### config.mk
export PLATFORM = sky130hd
export DESIGN_NAME = fb_pixel_sink
export DESIGN_NICKNAME = d
export VERILOG_FILES = /design/src/rtl/fb_pixel_sink.sv
export SDC_FILE = /design/constraint.sdc
export NUM_CORES = 1
export LEC_CHECK = 0
export CAP_MARGIN = 20
export CORE_ASPECT_RATIO = 1.4
export CORE_MARGIN = 2
export CORE_UTILIZATION = 35
export DETAILED_ROUTE_END_ITERATION = 16
export DONT_BUFFER_PORTS = 1
export SETUP_SLACK_MARGIN = 0.4
export SLEW_MARGIN = 20
export SYNTH_ARGS = -nofsm -noshare
export SYNTH_HDL_FRONTEND = slang
export SYNTH_SLANG_ARGS = --single-unit
### constraint.sdc
create_clock -name clk -period 4.6 [get_ports clk]
set_input_delay 0.46 -clock clk [delete_from_list [all_inputs] [get_ports clk]]
set_output_delay 0.46 -clock clk [all_outputs]
set_load 0.01 [all_outputs]
### src/rtl/fb_pixel_sink.sv
// fb_pixel_sink: clips renderer pixels, buffers them in a FWFT FIFO and writes them to the framebuffer.
// Define FB_SINK_TRANSPARENT_EN to also discard pixels whose colour equals TRANSP_IDX.
module fb_pixel_sink #(
    parameter int CORDW = 16,
    parameter int CIDXW = 4,
    parameter int FB_WIDTH = 320,
    parameter int FB_HEIGHT = 180,
    parameter int FIFO_DEPTH = 8,
    parameter int ADDRW = $clog2(FB_WIDTH * FB_HEIGHT),
    parameter logic [CIDXW-1:0] TRANSP_IDX = 'hF
) (
    input  logic                    clk,
    input  logic                    rst_n,
    input  logic signed [CORDW-1:0] x,
    input  logic signed [CORDW-1:0] y,
    input  logic [CIDXW-1:0]        cidx,
    input  logic                    drawing,
    input  logic                    draw_done,
    output logic                    oe,
    output logic                    fb_we,
    output logic [ADDRW-1:0]        fb_addr,
    output logic [CIDXW-1:0]        fb_cidx,
    input  logic                    fb_ready,
    output logic                    busy,
    output logic                    flush_done,
    output logic [15:0]             clip_cnt
);
    localparam int PW = $clog2(FIFO_DEPTH);
    localparam int CW = PW + 1;
    localparam logic signed [CORDW-1:0] W_S = CORDW'(FB_WIDTH);
    localparam logic signed [CORDW-1:0] H_S = CORDW'(FB_HEIGHT);

    typedef enum logic [1:0] {IDLE, RUN, FLUSH} state_t;

    state_t            state_q;
    logic              draw_done_q, s1_valid_q, busy_q, flush_done_q;
    logic [ADDRW-1:0]  s1_addr_q;
    logic [CIDXW-1:0]  s1_cidx_q;
    logic [ADDRW-1:0]  mem_addr [FIFO_DEPTH];
    logic [CIDXW-1:0]  mem_cidx [FIFO_DEPTH];
    logic [PW-1:0]     wr_q, rd_q;
    logic [CW-1:0]     cnt_q;
    logic [15:0]       clip_cnt_q, clip_cnt_d, clip_base;
    logic              in_bounds, transp, accept, keep, clip, rise, push, pop, leave_idle, drained;

`ifdef FB_SINK_TRANSPARENT_EN
    assign transp = cidx == TRANSP_IDX;
`else
    assign transp = 1'b0;
`endif

    always_comb begin
        in_bounds  = !x[CORDW-1] && x < W_S && !y[CORDW-1] && y < H_S;
        // Keep two slots of headroom: one for the pixel in stage 1, one for this cycle's accept.
        oe         = rst_n && (({1'b0, cnt_q} + (CW+1)'(s1_valid_q)) < (CW+1)'(FIFO_DEPTH - 1));
        accept     = drawing && oe;
        keep       = accept && in_bounds && !transp;
        clip       = accept && !in_bounds;
        rise       = draw_done && !draw_done_q;
        fb_we      = cnt_q != '0;
        fb_addr    = fb_we ? mem_addr[rd_q] : '0;
        fb_cidx    = fb_we ? mem_cidx[rd_q] : '0;
        push       = s1_valid_q;
        pop        = fb_we && fb_ready;
        leave_idle = state_q == IDLE && (rise || accept);
        drained    = !s1_valid_q && cnt_q == '0 && !keep;
        clip_base  = leave_idle ? 16'h0 : clip_cnt_q;
        clip_cnt_d = clip_base + 16'((clip && clip_base != 16'hFFFF) ? 1 : 0);
    end

    assign busy       = busy_q;
    assign flush_done = flush_done_q;
    assign clip_cnt   = clip_cnt_q;

    always_ff @(posedge clk) begin
        if (push) begin
            mem_addr[wr_q] <= s1_addr_q;
            mem_cidx[wr_q] <= s1_cidx_q;
        end
    end

    always_ff @(posedge clk or negedge rst_n) begin
        if (!rst_n) begin
            state_q      <= IDLE;
            busy_q       <= 1'b0;
            flush_done_q <= 1'b0;
            draw_done_q  <= 1'b0;
            s1_valid_q   <= 1'b0;
            s1_addr_q    <= '0;
            s1_cidx_q    <= '0;
            wr_q         <= '0;
            rd_q         <= '0;
            cnt_q        <= '0;
            clip_cnt_q   <= '0;
        end else begin
            draw_done_q  <= draw_done;
            s1_valid_q   <= keep;
            if (keep) begin
                s1_addr_q <= ADDRW'(int'(y) * FB_WIDTH + int'(x));
                s1_cidx_q <= cidx;
            end
            wr_q         <= wr_q + PW'(push);
            rd_q         <= rd_q + PW'(pop);
            cnt_q        <= cnt_q + CW'(push) - CW'(pop);
            clip_cnt_q   <= clip_cnt_d;
            flush_done_q <= 1'b0;
            case (state_q)
                IDLE: begin
                    if (rise) begin
                        state_q <= FLUSH;
                        busy_q  <= 1'b1;
                    end else if (accept) begin
                        state_q <= RUN;
                        busy_q  <= 1'b1;
                    end
                end
                RUN: if (rise) state_q <= FLUSH;
                default: begin
                    if (drained) begin
                        state_q      <= IDLE;
                        busy_q       <= 1'b0;
                        flush_done_q <= 1'b1;
                    end
                end
            endcase
        end
    end
endmodule

==> flow_summary.json <==
{
  "status": "completed",
  "worstSkewPairLatency_ns": 0.50,
  "reg2reg_setup_slack_ns": 0.92,
  "synth-seq-cells": 212,
  "busiest_layer": "met2",
  "rr_worst_depth": 16,
  "dieArea_um2": 27500,
  "area_delta_synth_final_pct": 13.2,
  "synth_area_um2": 9170,
  "worst_setup_path_start_kind": "register",
  "crit_path_max_fanout": 17,
  "synthCells": 553,
  "drive_above_1_share": 0.194,
  "cts_setup_buffers": 0,
  "power.density_nw_per_um2": 462,
  "min_period_ns": 3.68,
  "grt_pass1_wl_mm": 28.8,
  "timing.max_cap.violations": 0,
  "clock_path_buffers": 3,
  "routed-via-count": 4657,
  "detail-route-antenna-nets": 0,
  "clock_skew_ns": 0.0203,
  "critical_path_class": "reg -> reg",
  "crit_path_end_kind": "register",
  "port_buffers": 0,
  "grt_max_degree": 53,
  "diodes": 0,
  "cts_buffers": 21,
  "required_ns": 4.99,
  "final_cells": 911,
  "worst_slew_pin_slew_ns": 0.875,
  "finalCritPeriodShare": 0.801,
  "hold_class": "in -> reg",
  "r2r_end": "clip_cnt[12]",
  "ys.flop_type": "edfxtp_1",
  "gp_congestion": 0.791,
  "hold_violations": 0,
  "synth_edf_count": 160,
  "rsz0062_at_grt": "no",
  "antenna_found_initial": 1,
  "pin_count": 81,
  "viasPerCell": 5.11,
  "path_clk_slew_ns": 0.06,
  "relSlewSlack": 0.417,
  "dp_hpwl_mm": 11.4,
  "met1_usage": 0.164,
  "cts_tree": "yes",
  "gr-usage-met2": 0.247,
  "hold_path_startpoint": "cidx[1]",
  "maxSlewViolCount": 0,
  "drcViolationCount": 0,
  "ys.warnings.count": 0,
  "num-nets-final": 653,
  "grt_pass1_vias": 5139,
  "routedWlPerCell_um": 20.0,
  "fmax_mhz": 271,
  "cts_max_level": 1,
  "die_h_um": 196,
  "async_reset_ff_frac": 0.245,
  "synth.avg_cell_area_um2": 16.6,
  "vdd_drop_max_mv": 0.347,
  "ys_seq_area_frac": 0.666,
  "grt_overflow_total": 0,
  "synth_cell_types": 43,
  "r2r_start": "cnt_q[0]",
  "place_inst": 870,
  "first_pass_iters": 6,
  "root_buffer": "clkbuf_16",
  "min_path_cells": 1,
  "tns_ns": 0,
  "fp.dieW_um": 141,
  "synth_fp_nets": 634,
  "drt_iter0_drc": 325,
  "rows": 70,
  "clock_sinks": 212,
  "power.leakage_nw": 3.43,
  "critical_path_arrival_ns": 4.08,
  "core_um2": 25900,
  "grtUsageMet3": 0.0307,
  "finalSetupViolations": 0,
  "start_util": 0.354,
  "grtUsageTotal": 0.136,
  "worstHoldEndpoint": "s1_cidx_q[1]",
  "wl_mm": 18.2
}
-- where the power goes --
group / switching [W] / internal, W
logic: 0.000388 / 0.000363
clock network: 0.000687 / 0.00105
registers: 0.000203 / 0.00210
-- stage by stage --
stage                      util  hold slack [ns]  setup slack [ns]  power [W]  instance area (um^2)
after CTS                 0.400           0.0899             0.735    0.00487                 10400
after global placement    0.370            0.166             0.929    0.00308                  9600
after floorplan               -            0.164              1.34    0.00291                  9170
final                     0.400            0.107             0.915    0.00479                 10400
after detailed placement  0.370            0.166             0.747    0.00311                  9600
after global routing      0.400           0.0838             0.549    0.00503                 10400
-- layout make-up --
class | count | area, um^2
fillers | 2367 | 15500
flip-flops and latches | 212 | 6110
multi-input cells | 303 | 2940
clock buffers | 28 | 613
well taps | 324 | 405
repair buffers | 14 | 130
clock inverters | 10 | 110
inverters | 20 | 75.1
-- kinds of logic after synthesis --
logic type | count (synthesis) | share of synthesized area
fa+ha+maj | 40 | 0.0570
mux | 75 | 0.138
xor+xnor | 32 | 0.0306
compound gates | 41 | 0.0292
flops | 212 | 0.666
simple gates | 115 | 0.0614
buf+inv | 38 | 0.0176
-- registers in the layout, summed over array words and instances (netlist names) --
signal       count
push             1
s1_cidx_q        4
rd_q             3
mem_addr       128
cnt_q            4
mem_cidx        32
state_q          2
flush_done       1
draw_done_q      1
clip_cnt        16
s1_addr_q       16
wr_q             3
busy             1
-- metal layers --
layer | share of wire | wire, um
met5 | 0.00038 | 7
met4 | 0.017 | 318
met3 | 0.057 | 1040
met2 | 0.52 | 9450
met1 | 0.41 | 7380
-- Yosys cell counts (2+ instances only) --
library cell  count  area [um^2]
nand3_1          11         55.1
dfrtp_1          52         1300
a21o_1            2         15.0
mux2_2           15          169
xor2_1           17          149
a21oi_1          13         65.1
o21a_1            3         22.5
inv_1            20         75.1
nand2_1          13         48.8
edfxtp_1        160         4800
o21ai_0          12         60.1
nand2b_1          7         43.8
nor2b_1           7         43.8
xnor2_1          15          131
nor2_1           53          199
clkbuf_1          9         33.8
or4b_1            2         20.0
o41ai_1           2         17.5
and4_1            2         17.5
nor3_1            6         30.0
fa_1              3         60.1
mux4_2           40          901
nor3b_1           2         15.0
ha_1             37          463
nand4_1           5         31.3
buf_2             6         30.0
nor4_1            3         18.8
and3_1            2         12.5
mux2i_1          20          200
-- critical path, cell delays in order, from the launching register on --
cell,delay [ns]
dfrtp_1,0.41
ha_1,0.24
ha_1,0.21
xor2_1,0.15
nand3_1,0.09
or4b_4,0.57
a211oi_4,0.24
buf_4,0.24
nor2b_1,0.09
a21oi_1,0.15
ha_1,0.23
ha_1,0.22
nand3_1,0.15
nor2_1,0.23
nand3_1,0.13
xor2_1,0.16
nor2_1,0.06
-- timing repair --
item / 4_1_cts / 5_1_grt
hold buffers: 3 / 0
endpoints found under the hold margin: 53 / 0
endpoints found under the setup margin: 0 / 2
resized for setup: 0 / 1
-- cell usage in the layout, fill, tap and decap left out, types with 2 or more instances in the layout --
cell	n
edfxtp_1	160
nor2_1	50
dfrtp_1	50
mux4_2	40
ha_1	37
clkbuf_16	22
inv_1	20
mux2i_1	20
xor2_1	17
xnor2_1	15
mux2_2	15
nand2_1	13
a21oi_1	13
o21ai_0	12
nand3_1	11
buf_4	11
nand2b_1	7
nor2b_1	7
nand4_1	5
clkinv_2	5
nor3_1	4
clkbuf_8	4
nor4_1	3
o21a_1	3
fa_1	3
and4_1	2
and3_1	2
a21o_1	2
nor3_2	2
nor2_2	2
o41ai_1	2
clkbuf_1	2
bufinv_16	2
dlygate4sd3_1	2
dfrtp_2	2
-- worst max path at each step --
stage,endpoint,cells after the start,startpoint
after floorplan,clip_cnt[14],16,push
after detailed placement,clip_cnt[12],16,push
after global placement,clip_cnt[14],16,push
final,clip_cnt[12],16,cnt_q[0]
after global routing,clip_cnt[12],16,push
after CTS,clip_cnt[12],16,push
No activity file was read; power rests on OpenSTA's default activity.
